`src/rtl/fpmul_pkg.sv`:
```
// Shared state encoding and datapath control codes for the FP multiplier control unit.
package fpmul_pkg;

    typedef enum logic [2:0] {
        IDLE,
        MUL,
        NORM,
        CHECK,
        RENORM,
        DONE
    } state_t;

    // Bit 8 selects direction (left shift / subtract); the datapath adds the +127 bias itself.
    localparam logic [8:0] SHIFT_L1    = 9'h101;
    localparam logic [8:0] SHIFT_L2    = 9'h102;
    localparam logic [8:0] INCDEC_NOP  = 9'h17F;
    localparam logic [8:0] INCDEC_DEC1 = 9'h101;
    localparam logic [8:0] INCDEC_DEC2 = 9'h102;
    localparam logic [8:0] INCDEC_INC1 = 9'h17E;

    localparam int MUL_LAT_DEFAULT = 1;

endpackage

```
`src/rtl/fpmul_norm_dec.sv`:
```
// Normalization decode: picks shift/exponent codes from the product MSB and flags
// a pre-round fraction that would carry out of the mantissa when rounded up.
module fpmul_norm_dec
    import fpmul_pkg::*;
(
    input  logic [53:0] ula,
    output logic        hi,
    output logic        pre_top_ones,
    output logic [8:0]  shift_code,
    output logic [8:0]  incdec_code
);

    logic [22:0] pre_top;
    logic        unused_low;

    // Bits below the pre-round window only feed the datapath's sticky/round logic.
    assign unused_low = ^ula[28:0];

    always_comb begin
        hi           = ula[53];
        pre_top      = hi ? ula[52:30] : ula[51:29];
        pre_top_ones = &pre_top;
        shift_code   = hi ? SHIFT_L1 : SHIFT_L2;
        incdec_code  = hi ? INCDEC_DEC1 : INCDEC_DEC2;
    end

endmodule

```
`src/rtl/fpmul_uc.sv`:
```
// Control unit for the single-precision FP multiplier: sequences multiply, normalize/round,
// carry-out renormalize and done, and drives the datapath selects as Moore outputs.
module fpmul_uc
    import fpmul_pkg::*;
#(
    parameter int MUL_LAT = MUL_LAT_DEFAULT
) (
    input  logic        clock,
    input  logic        reset,
    input  logic        start,
    input  logic [7:0]  exp_a,
    input  logic [7:0]  exp_b,
    input  logic [53:0] ula,
    input  logic [25:0] round_fract,
    output logic        sinalMuxFP1,
    output logic        sinalMuxFP2,
    output logic        sinalRound,
    output logic [8:0]  sinalShiftRes,
    output logic [8:0]  sinalIncOrDec,
    output logic        busy,
    output logic        done,
    output logic        force_zero
);

    localparam int CNT_W = (MUL_LAT > 1) ? $clog2(MUL_LAT) : 1;

    state_t           state_q;
    state_t           state_d;
    logic [CNT_W-1:0] cnt_q;
    logic             ovf_pre_q;
    logic             force_zero_q;
    logic             accept;
    logic             ovf;
    logic             norm_hi;
    logic             pre_top_ones;
    logic [8:0]       norm_shift;
    logic [8:0]       norm_incdec;
    logic             unused_bits;

    fpmul_norm_dec u_norm_dec (
        .ula          (ula),
        .hi           (norm_hi),
        .pre_top_ones (pre_top_ones),
        .shift_code   (norm_shift),
        .incdec_code  (norm_incdec)
    );

    assign unused_bits = ^{norm_hi, round_fract[2:0]};

    assign accept = (state_q == IDLE) && start;
    // Rounding carried all the way out only if the fraction was all ones and now reads zero.
    assign ovf    = ovf_pre_q && (round_fract[25:3] == 23'd0);

    always_ff @(posedge clock or negedge reset) begin
        if (!reset) begin
            state_q <= IDLE;
        end else begin
            state_q <= state_d;
        end
    end

    always_ff @(posedge clock or negedge reset) begin
        if (!reset) begin
            cnt_q        <= '0;
            ovf_pre_q    <= 1'b0;
            force_zero_q <= 1'b0;
        end else begin
            if (accept) begin
                cnt_q        <= CNT_W'(MUL_LAT - 1);
                force_zero_q <= (exp_a == 8'd0) || (exp_b == 8'd0);
            end else if ((state_q == MUL) && (cnt_q != '0)) begin
                cnt_q <= cnt_q - CNT_W'(1);
            end
            if (state_q == NORM) begin
                ovf_pre_q <= pre_top_ones;
            end
        end
    end

    always_comb begin
        state_d = state_q;
        case (state_q)
            IDLE:    if (start) state_d = MUL;
            MUL:     if (cnt_q == '0) state_d = NORM;
            NORM:    state_d = CHECK;
            CHECK:   state_d = ovf ? RENORM : DONE;
            RENORM:  state_d = DONE;
            DONE:    state_d = IDLE;
            default: state_d = IDLE;
        endcase
    end

    // Everything outside NORM/RENORM recirculates the datapath result unchanged.
    always_comb begin
        sinalMuxFP1   = 1'b1;
        sinalMuxFP2   = 1'b1;
        sinalRound    = 1'b0;
        sinalShiftRes = SHIFT_L1;
        sinalIncOrDec = INCDEC_NOP;
        case (state_q)
            NORM: begin
                sinalMuxFP1   = 1'b0;
                sinalMuxFP2   = 1'b0;
                sinalRound    = 1'b1;
                sinalShiftRes = norm_shift;
                sinalIncOrDec = norm_incdec;
            end
            RENORM:  sinalIncOrDec = INCDEC_INC1;
            default: ;
        endcase
    end

    assign busy       = (state_q != IDLE);
    assign done       = (state_q == DONE);
    assign force_zero = force_zero_q;

endmodule

```
`config.mk`:
```
export PLATFORM = sky130hd
export DESIGN_NAME = fpmul_uc
export DESIGN_NICKNAME = d
export VERILOG_FILES = /design/src/rtl/fpmul_pkg.sv /design/src/rtl/fpmul_norm_dec.sv /design/src/rtl/fpmul_uc.sv
export SDC_FILE = /design/constraint.sdc
export NUM_CORES = 1
export LEC_CHECK = 0
export ABC_AREA = 1
export BUFFER_PORTS_ARGS = -buffer_cell sky130_fd_sc_hd__buf_2
export CAP_MARGIN = 30
export CORE_ASPECT_RATIO = 0.7
export CORE_MARGIN = 5
export CORE_UTILIZATION = 28
export CTS_BUF_LIST = sky130_fd_sc_hd__clkbuf_4
export CTS_CLUSTER_DIAMETER = 60
export CTS_CLUSTER_SIZE = 12
export DETAILED_ROUTE_END_ITERATION = 7
export HOLD_SLACK_MARGIN = 0.15
export PLACE_DENSITY = 0.93
export REMOVE_ABC_BUFFERS = 1
export SLEW_MARGIN = 10
export SYNTH_ARGS = -nofsm -noshare
export SYNTH_HDL_FRONTEND = slang
export SYNTH_SLANG_ARGS = --single-unit
```
`constraint.sdc`:
```
create_clock -name clock -period 2.1 [get_ports clock]
set_input_delay 0.105 -clock clock [delete_from_list [all_inputs] [get_ports clock]]
set_output_delay 0.105 -clock clock [all_outputs]
set_load 0.05 [all_outputs]
```
; After elaboration in Yosys (flattened, before gate mapping)
; Cells that the tools add are included.
[totals]
ff_bits = 6
in_bits = 99
output_inout_bits = 24
[op_classes]
add_sub_neg = 1
eq_ne = 7
muxes = 12
reduce_logical = 12
[op_table]
columns = operator, n
row1 = $logic_not 23->1, 1
row2 = $mux 23, 1
row3 = $reduce_and 23->1, 1
row4 = $pmux 9 s2, 1
row5 = $logic_not 8->1, 2
row6 = $pmux 3 s5, 1
row7 = $mux 9, 1
row8 = $eq 3x2->1 const B, 2
row9 = $eq 3x3->1 const B, 2
row10 = $mux 3, 2
row11 = $mux 1, 5
row12 = $ne 2x2->1 const B, 2
row13 = $eq 3x1->1 const B, 1
row14 = $logic_and 1x1->1, 3
row15 = $logic_not 3->1, 1
row16 = $reduce_bool 3->1, 1
row17 = $mux 2, 1
row18 = $reduce_and 2->1, 1
row19 = $reduce_bool 2->1, 1
row20 = $logic_or 1x1->1, 1
row21 = $sub 1x1->1 const B, 1

; Longest topological paths before layout
; Gate-level depths: netlist of the first run.
[depth]
word_depth = 4
mapped_depth = 7
mapped_depth_nobuf = 7

; Hierarchy
; A second synthesis of the first run with hierarchy kept.
[hier_totals]
hier_cells = 148
hier_area_um2 = 833.3
[by_module_without_submodules]
columns = module, instances, cells_each, area_per_inst_um2, seq_area_each_um2
row1 = fpmul_uc, 1, 97, 570.5, 150.1
row2 = fpmul_norm_dec, 1, 51, 262.8, 0.0

; Worst setup path before layout of the first run
; No wires, ideal clock.
[synth_path]
kind = register to output
from = reg state_q[0]
to = out sinalShiftRes[0]
arrival_time_ns = 1.981
setup_slack_ns = 0.014
stages_incl_launch_ff = 5
n_path_buf = 0
path_cell_list = dfrtp_1 nor3_4 inv_2 nor2_4 inv_1
[synth_via]
elab_chain_len = 2
[synth_rtl]
columns = item, line
row1 = start: declaration, fpmul_uc.sv:27  ; state_t state_q;
row2 = start signal: assignment, fpmul_uc.sv:58  ; state_q <= state_d;
row3 = $eq 3x2->1, fpmul_uc.sv:100  ; case (state_q)
row4 = $mux 9, fpmul_uc.sv:100
row5 = end: declaration, fpmul_uc.sv:18  ; output logic [8:0] sinalShiftRes,
; No other way between the ends.

; Worst setup path after layout of the first run
[layout_path]
from = reg state_q[0]
to = out sinalShiftRes[1]
; Same word-level chain as after synthesis.

==> summary.md, run 1 <==
| Metric | Value |
|---|---|
| Crit Path Category | `register to output port` |
| # Max-Cap Violations | `0` |
| DP Area | `1020 µm²` |
| Xor and xnor fraction of the mapped netlist area | `0%` |
| Htree depth | `1` |
| End of the critical path | `sinalShiftRes[1]` |
| Top Usage Layer GRT | `met2` |
| CTS tree | `done` |
| CORE AREA | `around 2200 µm²` |
| Psw | `~600 µW` |
| Reg power frac | `20.0%` |
| Vias in the first global route | `772` |
| Power per cell area | `approximately 940 nW/µm²` |
| Post-Layout Cell Count | `between 200 and 250` |
| Internal Power | `roughly 380 µW` |
| Clk root buf | `clkbuf_4` |
| RSZ-0062 raised after global routing | `no` |
| Chip width | `between 60 and 70 µm` |
| Most frequent cells in the layout | `buf_2 (81), nor2_1 (34), nand2_1 (29), conb_1 (9)` |
| Worst r2r path cells | `4` |
| Cell taking the most area after synthesis | `dfrtp_1` |
| Layout fillers | `235` |
| Sequential cell area | `150 µm²` |
| Clock Skews | `between 0.005 and 0.006 ns` |
| Total track usage | `between 10% and 20%` |
| Avg Cell Area, Syn | `just under 6 µm²` |
| First-pass GRT wire length | `2930 µm` |
| Leak pwr | `about 0.00061 µW` |
| CTS sink count | `6` |
| Fmax | `roughly 630 MHz` |
| Crit path DAT | `approximately 1.5 ns` |
| Placed insts | `approximately 220` |
| Dpl hpwl | `~1900 µm` |
| Largest cells by area after synthesis | `dfrtp_1 (23%), nor2_1 (20%), nand2_1 (17%), buf_4 (16%), nand4_1 (4.8%)` |
| WL per Instance | `a little over 9 µm` |
| Most common cell after layout, fill and taps aside | `buf_2` |
| Final slew viol count | `0` |
| Met2 GRT Util | `approximately 18%` |
| Initial Util | `between 20% and 30%` |
| Largest net degree at the start of global routing | `8` |
| Mux share of post-synthesis cell area | `0%` |
| Crit Path Max Fanout | `6` |
| Post-synthesis adder-cell area fraction | `0%` |
| Pre-CTS WS | `roughly 0.75 ns` |
| Post-synth top flop | `dfrtp_1` |
| Setup Fix Bufs, Post-CTS | `0` |
| Num rows | `14` |
| # setup viols final | `0` |
| Startpoint types | `register` |
| Total design power | `about 1000 µW` |
| Post-synth EDFFs | `0` |
| Synth cell types | `16` |
| Post-synth top area share | `between 20 and 25%` |
| Compound-cell area share of the yosys netlist | `between 3 and 4%` |
| Final ANT Viol Nets | `0` |
| Clk buf depth | `2` |
| Setup crit end kind | `output port` |
| R2r endpoint | `force_zero` |
| Met3 Use GR | `around 4%` |
| Die area | `between 3000 and 4000 µm²` |
| Die Y | `between 50 and 60 µm` |
| Worst Hold Class | `primary input to register` |
| Crit. Startpoint | `state_q[0]` |
| Ports | `123` |
| Worst vdd ir | `0.596 mV` |
| WHS | `0.204 ns` |
| Register area share after synthesis | `a little under a quarter` |
| Hold depth | `5` |
| Synthesized area | `roughly 650 µm²` |
| # port buffers | `between 80 and 90` |
| Clk_lat worst skew | `approximately 0.24 ns` |
| Synth warn | `0` |
| Multi-input gate area | `around 390 µm²` |
| Synth-to-layout area growth | `61.0%` |
| Antenna Cells | `0` |
| Vias | `~910` |
| Placer congestion estimate | `0.780` |
| Fin crit period | `between 1.5 and 2 ns` |
| Iteration-0 DRC Markers | `16` |
| Initial antenna violation count | `0` |
| CTS clk-pin slew, worst paths | `~0.050 ns` |
| Share of cells above drive strength 1 | `47.1%` |
| Switch share | `about 60%` |
| Status | `finished, final reports clean` |
| Logic pwr share | `69.4%` |
| FF+latch count, synth | `6` |
| Post-route cell area | `between 1000 and 1500 µm²` |
| Nets | `~290` |
| Num CTS Buffers | `3` |
| Gr ovfl total | `0` |
| Hold Violations, Final | `0` |
| R2R Path Start | `state_q[0]` |
| Drt pass-1 iters | `3` |
| DRT Wirelength | `2030 µm` |
| Ys async rst share | `100%` |
| Vias per cell | `4.07` |
| Setup WS post-layout | `approximately 0.50 ns` |
| Main combinational cell family by area after synthesis | `simple AND/OR/NAND/NOR gates` |
| Fin crit share | `about three quarters` |
| Clock power frac | `10.6%` |
| M1 GR Usage | `between 10% and 20%` |
| R2r setup slk | `approximately 0.95 ns` |
| Mapped Cells | `between 100 and 150` |
| Post-synthesis simple-gate area fraction | `between 50% and 60%` |
| Drt drc | `0` |
| Crit path required time | `roughly 2 ns` |
## cell type report
type	instances	share of cell area [%]
Tap cell	32	3.80
Sequential cell	6	14.3
Timing Repair Buffer	82	39.4
Clock buffer	3	2.14
Multi-Input combinational cell	91	37.2
Inverter	9	3.21
## routing by layer
layer	part of all wire [%]	vias up
met5	0	-
met4	1.1	0
met3	12	4
met2	48	47
met1	39	367
li1	-	489
## logic make-up (layout without fill, tap and decap cells)
group	after synthesis	count (layout)
and+or+nand+nor	77	77
buffers and inverters	23	94
DFF	6	6
AOI/OAI and AO/OA	5	5
other	2	9
## worst max-delay path, cell delays in order (launching register included)
cell and delay [ns]:
dfrtp_1 0.47, nor3_4 0.30, inv_2 0.11, nor2_4 0.10, buf_2 0.27
## Yosys cell counts (2+ instances only)
cell,instances
nor2_1,34
nand2_1,29
buf_4,14
dfrtp_1,6
inv_1,6
nand4_1,5
a21oi_1,4
nand3_1,4
inv_2,3
conb_1,2
## how the worst min path moves through the flow
stage	start	to	slack (ns)
after floorplan	reset	cnt_q	-0.19
after global placement	reset	force_zero	-0.06
after detailed placement	reset	force_zero	-0.06
after CTS	ula[31]	ovf_pre_q	0.20
after global routing	reset	force_zero	0.23
final	ula[41]	ovf_pre_q	0.20
## through the flow
stage / util (%) / TNS (ns)
after floorplan: - / -0.785
after global placement: 46.6 / 0
after detailed placement: 46.6 / 0
after CTS: 48.1 / 0
after global routing: 48.1 / 0
final: 48.1 / 0
## what timing repair did
action,4_1_cts,5_1_grt
endpoints found under the hold margin,6,0
endpoints found under the setup margin,0,0
hold buffers,1,0
resized for setup,0,0
## power by group through the flow
stage          sequential (µW)  clock [µW]  combinational (µW)
3_5_place_dp               199           0                 688
4_1_cts                    198         111                 691
2_1_floorplan              192           0                 514
3_3_place_gp               198           0                 680
6_report                   198         105                 688
5_1_grt                    203         120                 734
## sequential cells by signal, indices dropped and copies added (netlist names)
name,count
force_zero,1
ovf_pre_q,1
state_q,3
cnt_q,1
No activity file was read; power rests on OpenSTA's default activity.
==> run 2: changes to the inputs <==
--- a/config.mk
+++ b/config.mk
@@ -5,18 +5,18 @@
 export SDC_FILE = /design/constraint.sdc
 export NUM_CORES = 1
 export LEC_CHECK = 0
-export ABC_AREA = 1
+export ABC_AREA = 0
 export BUFFER_PORTS_ARGS = -buffer_cell sky130_fd_sc_hd__buf_2
 export CAP_MARGIN = 30
 export CORE_ASPECT_RATIO = 0.7
 export CORE_MARGIN = 5
-export CORE_UTILIZATION = 28
+export CORE_UTILIZATION = 22
 export CTS_BUF_LIST = sky130_fd_sc_hd__clkbuf_4
 export CTS_CLUSTER_DIAMETER = 60
 export CTS_CLUSTER_SIZE = 12
 export DETAILED_ROUTE_END_ITERATION = 7
 export HOLD_SLACK_MARGIN = 0.15
-export PLACE_DENSITY = 0.93
+export PLACE_DENSITY = 0.83
 export REMOVE_ABC_BUFFERS = 1
 export SLEW_MARGIN = 10
 export SYNTH_ARGS = -nofsm -noshare
==> constraint.sdc (replaced) <==
create_clock -name clock -period 1.45 [get_ports clock]
set_input_delay 0.0725 -clock clock [delete_from_list [all_inputs] [get_ports clock]]
set_output_delay 0.0725 -clock clock [all_outputs]
set_load 0.05 [all_outputs]
==> run 2 against run 1 <==
Against the previous run: the flow now finishes with violations (setup timing); largest power group unchanged; setup slack got worse by 0.57 ns; non-clock buffer count rose by 9; critical endpoint is now sinalIncOrDec[1]; first-iteration DRC count up 25%; register-to-register slack got worse by 0.91 ns; cell area up 8.6%; wire length up 13%; clock power is 43% higher; global-route usage increased by 0.15 points; final cell count down 12%; clock skew down 0.0050 ns; synthesized cell count fell by 30%.
==> summary.md, run 2 <==
| Metric | Value |
|---|---|
| Iteration-0 DRC Markers | `20` |
| Worst r2r path cells | `3` |
| Synth warn | `0` |
| Cell taking the most area after synthesis | `dfrtp_1` |
| Ys async rst share | `100%` |
| Failing checks | `setup timing` |
| Max reg flops | `3` |
| Setup crit end kind | `output port` |
| Post-Layout Cell Count | `slightly below 200` |
| Hold depth | `4` |
| Synth-to-layout area growth | `94.1%` |
| Crit path required time | `~1.4 ns` |
| DRT Wirelength | `2300 µm` |
| Post-synth EDFFs | `0` |
| Clk_lat worst skew | `0.24 ns` |
| Nets | `263` |
| Count leader, synth | `buf_4` |
| Share of cells above drive strength 1 | `between 50% and 60%` |
| Die Y | `roughly 53 µm` |
| CTS sink count | `6` |
| Largest cells by area after synthesis | `dfrtp_1 (25%), buf_4 (18%), nor4_1 (12%), nand4_1 (6.4%), nand2_1 (4.5%)` |
| Setup TNS | `-0.326 ns` |
| Post-synth top flop | `dfrtp_1` |
| Clk root buf | `clkbuf_4` |
| Largest net degree at the start of global routing | `13` |
| Die area | `around 3800 µm²` |
| DP Area | `972 µm²` |
| CTS clk-pin slew, worst paths | `0.04 ns` |
| Worst hold start | `round_fract[25]` |
| Final ANT Viol Nets | `0` |
| Drt pass-1 iters | `5` |
| Clk buf depth | `2` |
| Final slew viol count | `0` |
| # Max-Cap Violations | `0` |
| Fin crit period | `1.51 ns` |
| Status | `complete, but fails checks` |
| WL per Instance | `around 12 µm` |
| Hold path endpoint | `state_q[0]` |
| Drt drc | `0` |
| RSZ-0062 raised after global routing | `yes` |
| Power per cell area | `1690 nW/µm²` |
| Most frequent cells in the layout | `buf_2 (69), nor4_1 (11), conb_1 (9), buf_6 (9)` |
| Htree depth | `1` |
| Setup Fix Bufs, Post-CTS | `0` |
| Total track usage | `between 10 and 15%` |
| R2r setup slk | `about 0.04 ns` |
| Chip width | `between 70 and 80 µm` |
| Most common cell after layout, fill and taps aside | `buf_2` |
| Crit-path max cell delay | `around 0.42 ns` |
| WHS | `0.144 ns` |
| Vias | `approximately 850` |
| Gr ovfl total | `0` |
| Initial antenna violation count | `0` |
| Worst vdd ir | `1.27 mV` |
| First-pass GRT wire length | `3310 µm` |
| Avg Cell Area, Syn | `roughly 7.5 µm²` |
| Post-route cell area | `1140 µm²` |
| Post-synth top area share | `around 25%` |
| Worst Hold Class | `primary input to register` |
| Synth cell types | `25` |
| Antenna Cells | `0` |
| Synthesized area | `589 µm²` |
| # setup viols final | `8` |
| Layout fillers | `roughly 260` |
| R2R Path Start | `state_q[2]` |
| Ports | `roughly 120` |
| CTS tree | `done` |
| Num rows | `15` |
| Worst-path cell chain | `or3b_4 -> buf_6 -> inv_4 -> nand2_2 -> buf_8` |
| Num CTS Buffers | `3` |
| Setup WS post-layout | `-0.0638 ns` |
| Crit Path Max Fanout | `4` |
| Commonest cells in the netlist | `buf_4 (14), nor4_1 (11), nand2_1 (7), nor2_1 (7)` |
| Clock Skews | `0.000630 ns` |
| Placed insts | `187` |
| # port buffers | `slightly above 80` |
| Slowest CP cell | `or3b_4` |
| R2r endpoint | `ovf_pre_q` |
| Register area share after synthesis | `25.5%` |
| Leak pwr | `roughly 0.0006 µW` |
| Dpl hpwl | `1970 µm` |
| Initial Util | `a little under a quarter` |
| Startpoint types | `register` |
| Vias in the first global route | `between 800 and 900` |
| Vias per cell | `roughly 4.3` |
| CORE AREA | `2510 µm²` |
| Hold Violations, Final | `0` |
| Largest Register | `state_q` |
| Fin crit share | `104%` |
| Crit path DAT | `1.44 ns` |
| Placer congestion estimate | `0.712` |
| Crit Path Category | `register to output port` |
| Total design power | `1930 µW` |
| Fmax | `about 660 MHz` |
| Mapped Cells | `a little under 80` |
| FF+latch count, synth | `6` |
## run 2: changes by cell type in the layout (fill, tap and decap cells not counted), sizes merged, moves of 2 or more
cell	previous run	this run
buf	81	85
nand2	29	7
nor3b	0	2
nor2	36	7
nor4	0	11
dlygate4sd3	1	6
inv	9	4
or3b	0	2
nand3	4	1
## run 2: routing by layer
layer | vias up | global-route usage [%] | wire length (µm)
met2 | 42 | 20.9 | 1240
met3 | 4 | 2.09 | 180
met4 | 0 | 6.56 | 42
met5 | - | 0 | 0
li1 | 436 | - | -
met1 | 367 | 12.1 | 836
## run 2: metrics by stage
step                      worst slack [ns]  util, %
after global placement              0.0352     38.7
after CTS                          -0.0928     44.8
after floorplan                      -1.24        -
after global routing                -0.113     45.5
after detailed placement           0.00577     38.7
final                              -0.0638     45.5
## run 2: how the worst max path moves through the flow
| stage | startpoint | end | slack, ns | cells after the start |
|---|---|---|---|---|
| final | state_q[2] | sinalIncOrDec[1] | -0.06 | 5 |
| after global routing | state_q[2] | sinalIncOrDec[1] | -0.11 | 5 |
| after detailed placement | state_q[2] | ovf_pre_q | 0.006 | 3 |
| after CTS | state_q[2] | sinalShiftRes[0] | -0.09 | 4 |
| after floorplan | state_q[1] | sinalShiftRes[0] | -1.24 | 3 |
| after global placement | state_q[0] | ovf_pre_q | 0.04 | 3 |
## run 2: kinds of logic after synthesis
| family | Yosys count | share of synthesized area, % |
|---|---|---|
| and+or+nand+nor | 38 | 35.9 |
| muxes | 2 | 3.61 |
| DFF | 6 | 25.5 |
| buffers and inverters | 22 | 23.1 |
| AOI/OAI and AO/OA | 9 | 10.6 |
| other | 2 | 1.27 |
## run 2: timing repair
| action | in CTS | in global routing |
|---|---|---|
| pin swaps | 1 | 1 |
| endpoints found under the hold margin | 7 | 0 |
| endpoints found under the setup margin | 14 | 13 |
| hold buffers | 6 | 0 |
| gates resized for setup | 25 | 5 |
## run 2: critical path, delay by kind of cell, from the launching register on
kind / cells / cell delay [ns]
simple gates: 2 / 0.47
buf+inv: 3 / 0.34
flops: 1 / 0.39
## run 2: where the power goes
part	internal [µW]	switching [µW]	leakage [µW]	total, µW
registers	221	25.4	0.0000774	246
clock network	93.4	57.0	0.0000138	150
logic	539	996	0.000507	1530
total	853	1080	0.000598	1930
## run 2: cell type report
type | instances | area [µm²] | share of cell area, %
well taps | 34 | 42.5 | 3.72
clock buffers | 3 | 22.5 | 1.97
repair buffers | 91 | 567 | 49.6
flip-flops and latches | 6 | 150 | 13.1
multi-input cells | 58 | 344 | 30.1
inverters | 4 | 17.5 | 1.53
==> run 3: changes to the inputs <==
--- a/config.mk
+++ b/config.mk
@@ -16,7 +16,7 @@
 export CTS_CLUSTER_SIZE = 12
 export DETAILED_ROUTE_END_ITERATION = 7
 export HOLD_SLACK_MARGIN = 0.15
-export PLACE_DENSITY = 0.83
+export PLACE_DENSITY = 0.77
 export REMOVE_ABC_BUFFERS = 1
 export SLEW_MARGIN = 10
 export SYNTH_ARGS = -nofsm -noshare
==> run 3 against run 2 <==
Against the previous run: the run still ends with setup timing left; largest power group unchanged; first-iteration DRC count fell by 55%; highest routed layer unchanged; clock power about the same; combinational power up 4%; via count shrank 0.35%; worst hold slack better by 0.0045 ns; critical endpoint unchanged; core utilization down 0.10 points; maximum frequency increased by 0.82%; sequential share of layout area is essentially flat; critical path type unchanged; sequential power rose by 2%; count of clock-buffer cells in the layout unchanged; register-to-register slack lost 0.03 ns; setup slack gained 0.012 ns.
==> summary.md, run 3 (synthesis gave the netlist of run 2 again) <==
| Metric | Value |
|---|---|
| Antenna Cells | `0` |
| Startpoint types | `register` |
| Met2 WL | `1120 µm` |
| Vias | `roughly 850` |
| Max reg flops | `3` |
| First-pass GRT wire length | `2990 µm` |
| Total design power | `~2000 µW` |
| Placed insts | `between 150 and 200` |
| Vias in the first global route | `a little over 700` |
| Leak pwr | `about 0.00060 µW` |
| WP depth | `5` |
| Hold depth | `4` |
| Placer congestion estimate | `between 0.6 and 0.7` |
| Gr ovfl total | `0` |
| CORE AREA | `approximately 2500 µm²` |
| Sequential cell area | `150 µm²` |
| Largest Register | `state_q` |
| Layout fillers | `~260` |
| Initial Util | `23.4%` |
| WHS | `~0.15 ns` |
| Power per cell area | `~1700 nW/µm²` |
| Num rows | `15` |
| Share of cells above drive strength 1 | `~61%` |
| Initial antenna violation count | `0` |
| Met3 wire length | `about 250 µm` |
| Ports | `about 120` |
| Final slew viol count | `0` |
| Most common cell after layout, fill and taps aside | `buf_2` |
| CTS tree | `done` |
| CTS clk-pin slew, worst paths | `0.04 ns` |
| Crit path buffers/inverters | `3` |
| Crit path DAT | `1.43 ns` |
| Drt drc | `0` |
| Crit-path max cell delay | `~0.43 ns` |
| Worst-path cell chain | `or3b_4 -> buf_6 -> inv_4 -> nand2_2 -> buf_8` |
| Vias per cell | `between 4 and 5` |
| Delay-heaviest family, CP | `simple AND/OR/NAND/NOR gates` |
| Fin crit share | `104%` |
| Drt pass-1 iters | `4` |
| DRT Wirelength | `around 2200 µm` |
| WL per Instance | `roughly 11 µm` |
| Fin crit period | `about 1.5 ns` |
| Die Y | `roughly 53 µm` |
| Nets | `260` |
| Hold Violations, Final | `0` |
| Post-Layout Cell Count | `around 190` |
| # setup viols final | `9` |
| Total track usage | `slightly above 10%` |
| Synth-to-layout area growth | `93.6%` |
| Setup WS post-layout | `-0.0515 ns` |
| # port buffers | `between 80 and 90` |
| Crit Path Category | `register to output port` |
| RSZ-0062 raised after global routing | `yes` |
| Status | `complete, but fails checks` |
| Worst Hold Class | `primary input to register` |
| Crit Path Max Fanout | `3` |
| Clk root buf | `clkbuf_4` |
| Htree depth | `1` |
| Failing checks | `setup timing` |
| Iteration-0 DRC Markers | `9` |
| Num CTS Buffers | `3` |
| CTS sink count | `6` |
| Worst r2r path cells | `4` |
| Final ANT Viol Nets | `0` |
| Setup crit end kind | `output port` |
| Pre-CTS WS | `0.0289 ns` |
| Largest net degree at the start of global routing | `13` |
| Dpl hpwl | `~1900 µm` |
| Most frequent cells in the layout | `buf_2 (69), nor4_1 (10), conb_1 (9), buf_6 (9)` |
| Die area | `approximately 3800 µm²` |
| # Max-Cap Violations | `0` |
| Fmax | `roughly 670 MHz` |
| Worst vdd ir | `roughly 1.1 mV` |
| Wl on met1 | `around 800 µm` |
| Chip width | `about 72 µm` |
| Slowest CP cell | `or3b_4` |
| Max layer used | `met4` |
| Clock Skews | `0.000830 ns` |
| Clk buf depth | `2` |
| Clk_lat worst skew | `about 0.24 ns` |
| Crit path required time | `around 1.4 ns` |
| Multi-input gate area | `359 µm²` |
run 3: changes by cell type in the layout (fill, tap and decap cells not counted):
cell,before,now
buf_4,6,5
buf_8,1,3
dlygate4sd3_1,6,2
nor4_1,11,10
nor4_4,0,1
run 3: path summary, 6_finish.rpt:
| kind | start | to | slack [ns] |
|---|---|---|---|
| worst min-delay path | round_fract[11] | state_q[0] | 0.15 |
| min in group asynchronous | reset | state_q[0] | 0.19 |
| worst max-delay path | state_q[2] | sinalIncOrDec[1] | -0.05 |
| max in group asynchronous | reset | state_q[2] | 1.13 |
| worst max register to register | state_q[2] | ovf_pre_q | 0.01 |
| worst min register to register | ovf_pre_q | ovf_pre_q | 0.51 |
run 3: routing by layer:
metal,vias to the layer above,track usage [%]
li1,430,-
met1,365,11.8
met2,49,17.7
met3,2,2.47
met4,0,4.69
met5,-,0
run 3: what timing repair did:
item / CTS / global route
endpoints found under the hold margin: 7 / 0
pin swaps: 2 / 1
buffers inserted: 1 / 0
hold buffers: 2 / 0
setup endpoints to repair: 12 / 14
resized for setup: 29 / 7
run 3: worst reg2reg max path: stages (launching register included):
cell     delay [ns]
dfrtp_1        0.37
or3b_4         0.43
buf_4          0.17
nor4_4         0.26
a22o_1         0.16
run 3: area by class of cell:
| class | count | share of cell area, % |
|---|---|---|
| Clock buffer | 3 | 1.97 |
| Inverter | 4 | 1.54 |
| Multi-Input combinational cell | 58 | 31.5 |
| Sequential cell | 6 | 13.2 |
| Tap cell | 34 | 3.73 |
| Timing Repair Buffer | 88 | 48.1 |
run 3: stage by stage:
step | util, % | cell area [µm²] | setup TNS, ns
floorplan | - | 494 | -5.31
global placement | 38.7 | 972 | 0
detailed placement | 38.7 | 972 | 0
CTS | 44.3 | 1110 | -0.290
global route | 45.4 | 1140 | -0.675
finish | 45.4 | 1140 | -0.186
run 3: power breakdown:
group	switching (µW)	leakage, µW	internal, µW
Clock	53.6	0.0000138	93.1
Sequential	28.8	0.0000774	221
Combinational	1010	0.000506	584
